### config.mk
export PLATFORM = sky130hd
export DESIGN_NAME = csel_adder_pipe
export DESIGN_NICKNAME = d
export VERILOG_FILES = /design/src/rtl/csel_pkg.sv /design/src/rtl/csel_block.sv /design/src/rtl/csel_adder_pipe.sv
export SDC_FILE = /design/constraint.sdc
export NUM_CORES = 1
export LEC_CHECK = 0
export ABC_AREA = 1
export CORE_ASPECT_RATIO = 0.6
export CORE_UTILIZATION = 60
export DETAILED_ROUTE_END_ITERATION = 8
export DONT_BUFFER_PORTS = 1
export PLACE_DENSITY = 0.76
export RECOVER_POWER = 100
export SETUP_SLACK_MARGIN = 0.4
export SYNTH_ARGS = -nofsm -noshare
export SYNTH_HDL_FRONTEND = slang
export SYNTH_SLANG_ARGS = --single-unit
### constraint.sdc
create_clock -name clk -period 6 [get_ports clk]
set_clock_uncertainty 0.05 [all_clocks]
set_input_delay 1.2 -clock clk [delete_from_list [all_inputs] [get_ports clk]]
set_output_delay 1.2 -clock clk [all_outputs]
set_load 0.01 [all_outputs]
### src/rtl/csel_pkg.sv
// Shared constants and helpers for the pipelined carry-select adder.
package csel_pkg;

  localparam int CSEL_WIDTH       = 16;
  localparam int CSEL_BLOCK_W     = 4;
  localparam int CSEL_BLK_PER_STG = 1;

  // Pipeline depth (and latency) for a given block split.
  function automatic int num_stg(int width, int block_w, int blk_per_stg);
    return width / (block_w * blk_per_stg);
  endfunction

  // Two's complement overflow: carry into MSB xor carry out of MSB.
  function automatic logic signed_ovf(logic a_msb, logic b_msb, logic s_msb, logic cout);
    return (a_msb ^ b_msb ^ s_msb) ^ cout;
  endfunction

  // Bit offset of stage k's skewed operand slice in the flat operand vector.
  // Stage j carries forward width - (j+1)*sw unresolved bits.
  function automatic int op_off(int width, int sw, int k);
    int acc;
    acc = 0;
    for (int j = 0; j < k; j++) acc += width - (j + 1) * sw;
    return acc;
  endfunction

  // Bit offset of stage k's resolved sum slice in the flat sum vector.
  // Stage j holds (j+1)*sw resolved bits.
  function automatic int sum_off(int sw, int k);
    int acc;
    acc = 0;
    for (int j = 0; j < k; j++) acc += (j + 1) * sw;
    return acc;
  endfunction

endpackage

### src/rtl/csel_block.sv
// One carry-select block: both candidate sums are formed up front and the
// incoming carry only drives the final mux.
module csel_block #(
  parameter int BLOCK_W = 4
) (
  input  logic [BLOCK_W-1:0] a,
  input  logic [BLOCK_W-1:0] b,
  input  logic               carry,
  output logic [BLOCK_W-1:0] sum,
  output logic               carry_out
);

  logic [BLOCK_W:0] s0, s1;

  assign s0 = {1'b0, a} + {1'b0, b};
  assign s1 = {1'b0, a} + {1'b0, b} + (BLOCK_W + 1)'(1);

  // Late select on the resolved carry.
  always_comb {carry_out, sum} = carry ? s1 : s0;

endmodule

### src/rtl/csel_adder_pipe.sv
// Pipelined carry-select add/sub with valid/ready flow control.
// Operands travel skewed (only unresolved slices move on), resolved sum
// slices accumulate de-skewed so the whole result leaves the last stage at once.
module csel_adder_pipe
  import csel_pkg::*;
#(
  parameter int WIDTH       = CSEL_WIDTH,
  parameter int BLOCK_W     = CSEL_BLOCK_W,
  parameter int BLK_PER_STG = CSEL_BLK_PER_STG
) (
  input  logic             clk,
  input  logic             rst,
  input  logic             in_valid,
  output logic             in_ready,
  input  logic [WIDTH-1:0] a,
  input  logic [WIDTH-1:0] b,
  input  logic             cin,
  input  logic             sub,
  output logic             out_valid,
  input  logic             out_ready,
  output logic [WIDTH-1:0] sum,
  output logic             cout,
  output logic             ovf
);

  localparam int SW      = BLOCK_W * BLK_PER_STG;
  localparam int NUM_STG = num_stg(WIDTH, BLOCK_W, BLK_PER_STG);
  localparam int OPB     = op_off(WIDTH, SW, NUM_STG - 1);
  localparam int OPB_D   = (OPB > 0) ? OPB : 1;
  localparam int SB      = sum_off(SW, NUM_STG);

  if (NUM_STG < 1 || (WIDTH % SW) != 0) begin : g_param_chk
    $error("csel_adder_pipe: WIDTH must be a nonzero multiple of BLOCK_W*BLK_PER_STG");
  end

  logic               en, accept, c0;
  logic [WIDTH-1:0]   b_eff;
  logic [NUM_STG:1]   vld_q;
  logic [NUM_STG:0]   vld_pipe;
  logic [OPB_D-1:0]   op_a, op_b;
  logic [SB-1:0]      sum_w;
  logic [NUM_STG-1:0] c_w;
  logic               ovf_w;

  // One global enable: the whole pipe freezes while the output is blocked.
  assign en       = !out_valid || out_ready;
  assign in_ready = en && !rst;
  assign accept   = in_valid && in_ready;
  assign vld_pipe = {vld_q, accept};

  // Subtract is a + ~b + 1; cin is dropped in that mode.
  assign b_eff = sub ? ~b : b;
  assign c0    = sub ? 1'b1 : cin;

  // Valid shift register; empty slots move exactly like data.
  always_ff @(posedge clk) begin
    if (rst)     vld_q <= '0;
    else if (en) vld_q <= vld_pipe[NUM_STG-1:0];
  end

  for (genvar k = 0; k < NUM_STG; k++) begin : g_stg
    localparam int LO = k * SW;
    localparam int RW = WIDTH - LO;

    logic [RW-1:0]          a_in, b_in;
    logic                   c_in;
    logic [BLK_PER_STG:0]   cc;
    logic [SW-1:0]          s_new;
    logic [LO+SW-1:0]       s_cat, s_q;
    logic                   c_q;

    if (k == 0) begin : g_src
      assign a_in  = a;
      assign b_in  = b_eff;
      assign c_in  = c0;
      assign s_cat = s_new;
    end else begin : g_src
      assign a_in  = op_a[op_off(WIDTH, SW, k - 1) +: RW];
      assign b_in  = op_b[op_off(WIDTH, SW, k - 1) +: RW];
      assign c_in  = c_w[k - 1];
      assign s_cat = {s_new, sum_w[sum_off(SW, k - 1) +: LO]};
    end

    assign cc[0] = c_in;
    for (genvar j = 0; j < BLK_PER_STG; j++) begin : g_blk
      csel_block #(.BLOCK_W(BLOCK_W)) u_blk (
        .a         (a_in[j*BLOCK_W +: BLOCK_W]),
        .b         (b_in[j*BLOCK_W +: BLOCK_W]),
        .carry     (cc[j]),
        .sum       (s_new[j*BLOCK_W +: BLOCK_W]),
        .carry_out (cc[j+1])
      );
    end

    // Resolved sum bits and the carry handed to the next stage.
    always_ff @(posedge clk) begin
      if (rst) begin
        s_q <= '0;
        c_q <= 1'b0;
      end else if (en) begin
        s_q <= s_cat;
        c_q <= cc[BLK_PER_STG];
      end
    end

    assign sum_w[sum_off(SW, k) +: LO + SW] = s_q;
    assign c_w[k] = c_q;

    if (k < NUM_STG - 1) begin : g_ops
      logic [RW-SW-1:0] oa_q, ob_q;

      // Forward only the operand bits later stages still have to add.
      always_ff @(posedge clk) begin
        if (rst) begin
          oa_q <= '0;
          ob_q <= '0;
        end else if (en) begin
          oa_q <= a_in[RW-1:SW];
          ob_q <= b_in[RW-1:SW];
        end
      end

      assign op_a[op_off(WIDTH, SW, k) +: RW - SW] = oa_q;
      assign op_b[op_off(WIDTH, SW, k) +: RW - SW] = ob_q;
    end else begin : g_last
      logic ovf_q;

      // Overflow is settled alongside the top block, where the MSBs are known.
      always_ff @(posedge clk) begin
        if (rst)     ovf_q <= 1'b0;
        else if (en) ovf_q <= signed_ovf(a_in[RW-1], b_in[RW-1], s_new[SW-1], cc[BLK_PER_STG]);
      end

      assign ovf_w = ovf_q;
    end
  end

  if (OPB == 0) begin : g_no_ops
    assign op_a = '0;
    assign op_b = '0;
  end

  assign out_valid = vld_pipe[NUM_STG];
  assign sum       = sum_w[sum_off(SW, NUM_STG - 1) +: WIDTH];
  assign cout      = c_w[NUM_STG-1];
  assign ovf       = ovf_w;

endmodule

==> flow_metrics.py <==
metrics = {
    "outcome": {
        "status": "finished, violations left",
        "violations": "capacitance limit, slew limit",
    },
    "global_routing": {
        "track_usage_pct": 23.67,
        "grt_pass1_wl_microns": 12860,
        "grt_max_degree": 50,
        "grt_pass1_vias": 2752,
        "antenna_found_initial": 0,
        "grt_overflow": 0,
    },
    "timing": {
        "rsz0062_at_grt": "false",
        "final.min_clock_period_ns": 3.823,
        "tightest_slew_ns": 2.109,
        "slew_violations": 50,
        "fin_hold_ws_ns": 0.4077,
        "relSlewSlack_pct": -40.60,
        "tns_ns": 0,
        "finalSetupViolations": 0,
        "final_hold_viol_count": 0,
        "period_share_pct": 63.71,
        "fmax_mhz": 261.6,
    },
    "route": {
        "num_vias": 3164,
        "drc_errors": 0,
        "routed_wl_microns": 8249,
        "antenna_left": 0,
        "drt_iter0_markers": 190,
        "drt_first_pass_iters": 4,
        "routed_via_density": 5.345,
        "post_drt_wl_per_cell_microns": 13.93,
    },
    "cells_and_area": {
        "layout-drive-gt1-share_pct": 5.941,
        "nets": 562,
        "antenna_cells": 0,
        "utilization_pct": 67.28,
        "synthToLayoutAreaGrowth_pct": 7.353,
    },
    "pwr": {
        "switchingPower_uw": 363.7,
        "power_frac_seq_pct": 49.6,
        "powerDensity_nw_per_um2": 318.7,
        "pwr-share-clk_pct": 39.1,
        "power_leakage_nw": 1.922,
        "switching_share_pct": 25.19,
        "internal_power_mw": 1.080,
        "peakVddDrop_mv": 0.2551,
        "comb_power_share_pct": 11.4,
    },
    "clock_network": {
        "ctsResizeCount": 0,
        "tritoncts": "yes",
        "ctsHoldBuffers": 0,
        "cts_max_level": 3,
        "cts_buffers": 9,
        "clockRootBuffer": "clkbuf_16",
        "clockBufferDepth": 2,
        "postCtsSetupBuffers": 0,
        "insertion_delay_ns": 0.34,
        "clock_sinks": 97,
        "clk_pin_slew_ns": 0.07,
    },
    "hold_path": {
        "hold_path_end": "sum[11]",
        "hp-start": "g_stg[2].s_q[11]",
        "whs_path_depth": 2,
        "holdCritPathClass": "reg2reg",
    },
    "job": {
        "cap_violations": 1,
    },
    "worst_setup_path": {
        "worstPathArrival_ns": 4.00,
        "crit_fanout": 49,
        "reg2regPathDepth": 8,
        "r2r_start": "vld_q[4]",
        "crit_type": "in2reg",
        "start_kind": "primary input",
        "timing.rr.end": "g_stg[2].s_q[9]",
        "required_ns": 6.18,
        "r2r_slack_ns": 2.63,
        "endpoint_kind": "register",
    },
    "logic_synthesis": {
        "syn_area_sq_um": 4220,
        "synth_cells": 511,
        "synth_cell_type_count": 29,
        "ys_ff_latch": 97,
        "ys.flop_type": "dfxtp_1",
        "synth_edf_count": 0,
        "syn_area_per_cell_sq_um": 8.259,
        "yosysWarnings": 0,
        "yosysSeqAreaShare_pct": 46.01,
        "syn_nets": 573,
        "async_reset_ff_share_pct": 0,
    },
    "die": {
        "dieHeight_microns": 66.97,
        "ios": 58,
        "dieArea_sq_um": 7385,
        "core_area_sq_um": 6734,
        "row_count": 23,
        "start_util_pct": 62.67,
        "die_x_microns": 110.3,
    },
    "placed_design": {
        "hpwl_microns": 5485,
        "portBuffers": 0,
        "gp_congestion": 0.7952,
    },
}
-- cells in the final DEF (no fill, tap or decap), types with 3 or more instances in the layout --
cell	netlist	routed
nand3_2	3	3
o21ai_0	49	49
inv_1	78	79
o22ai_1	34	34
clkinvlp_4	0	3
nand2_2	3	3
dfxtp_1	97	97
o32ai_1	3	3
nand2_1	66	66
nor2_1	20	20
clkbuf_1	15	3
a21oi_1	9	9
clkbuf_16	0	9
nand3_1	55	55
ha_1	20	20
xor2_1	12	12
xnor2_1	18	18
fa_1	4	4
-- registers in the layout, indices dropped and copies added (netlist names) --
name / flops
vld_q: 4
g_stg.g_ops.ob_q: 24
g_stg.g_ops.oa_q: 24
g_stg.s_q: 24
g_stg.c_q: 3
sum: 16
cout: 1
ovf: 1
-- worst max path at each step --
stage | cells after the start | start | to
CTS | 7 | out_ready | g_stg[2].g_ops.oa_q[0]
finish | 7 | out_ready | g_stg[2].s_q[9]
floorplan | 12 | sub | g_stg[0].c_q
detailed placement | 7 | out_ready | g_stg[1].g_ops.oa_q[1]
global placement | 7 | out_ready | sum[14]
global route | 7 | out_ready | g_stg[2].s_q[9]
-- final cells by class --
| type | instances | area (sq um) |
|---|---|---|
| multi-input combinational | 307 | 1858 |
| clock inverter | 6 | 66.31 |
| inverter | 81 | 304.0 |
| timing repair buffer | 4 | 22.52 |
| tap | 87 | 108.9 |
| fill | 593 | 2203 |
| sequential | 97 | 1942 |
| clock buffer | 10 | 229.0 |
-- power by group through the flow --
| stage | Combinational, mW | Clock [mW] | Sequential [mW] |
|---|---|---|---|
| finish | 0.164 | 0.564 | 0.716 |
| global route | 0.189 | 0.595 | 0.721 |
| CTS | 0.165 | 0.573 | 0.716 |
| detailed placement | 0.162 | 0 | 0.730 |
| global placement | 0.156 | 0 | 0.729 |
| floorplan | 0.135 | 0 | 0.725 |
-- critical path, stage by stage --
cell,delay (ns)
nor2_1,0.02
buf_4,0.28
nor2_1,0.43
clkbuf_1,0.73
inv_1,0.62
buf_4,0.44
o32ai_1,0.25
-- per-stage QoR --
step	instance area (sq um)	total power, mW	setup slack, ns	instances
after floorplan	4220	0.8597	2.735	511
after global placement	4253	0.8852	2.514	576
after detailed placement	4253	0.8917	2.436	576
after CTS	4548	1.454	2.752	592
after global routing	4531	1.505	1.901	592
final	4531	1.444	2.177	592
-- kinds of logic (layout without fill, tap and decap cells) --
kind of cell               after synthesis  after routing  synth area share [%]
DFF                                     97             97                 46.01
and+or+nand+nor                        153            153                 16.54
adders and majority gates               24             24                 7.827
buffers and inverters                  107            101                 9.961
AOI/OAI and AO/OA                      100            100                 13.43
xor gates and xnor gates                30             30                 6.226
-- cell usage after synthesis (4+ instances only) --
library cell	instances	share of area (%)
dfxtp_1	97	46
nand2_1	66	5.9
a21oi_1	9	1.1
xnor2_1	18	3.7
nor2_1	20	1.8
xor2_1	12	2.5
ha_1	20	5.9
clkbuf_1	15	1.3
buf_2	9	1.1
fa_1	4	1.9
nand3_1	55	6.5
o21ai_0	49	5.8
o22ai_1	34	5.0
inv_1	78	6.9
-- metal layers --
metal | part of all wire, % | GRT usage (%) | vias to the layer above
met5 | 0 | 0 | -
met4 | 1.0 | 6.908 | 0
met3 | 7.2 | 8.513 | 10
met2 | 41 | 34.55 | 80
met1 | 51 | 32.53 | 1430
li1 | - | - | 1644
Note: power is estimated with default switching activity, not from simulation.
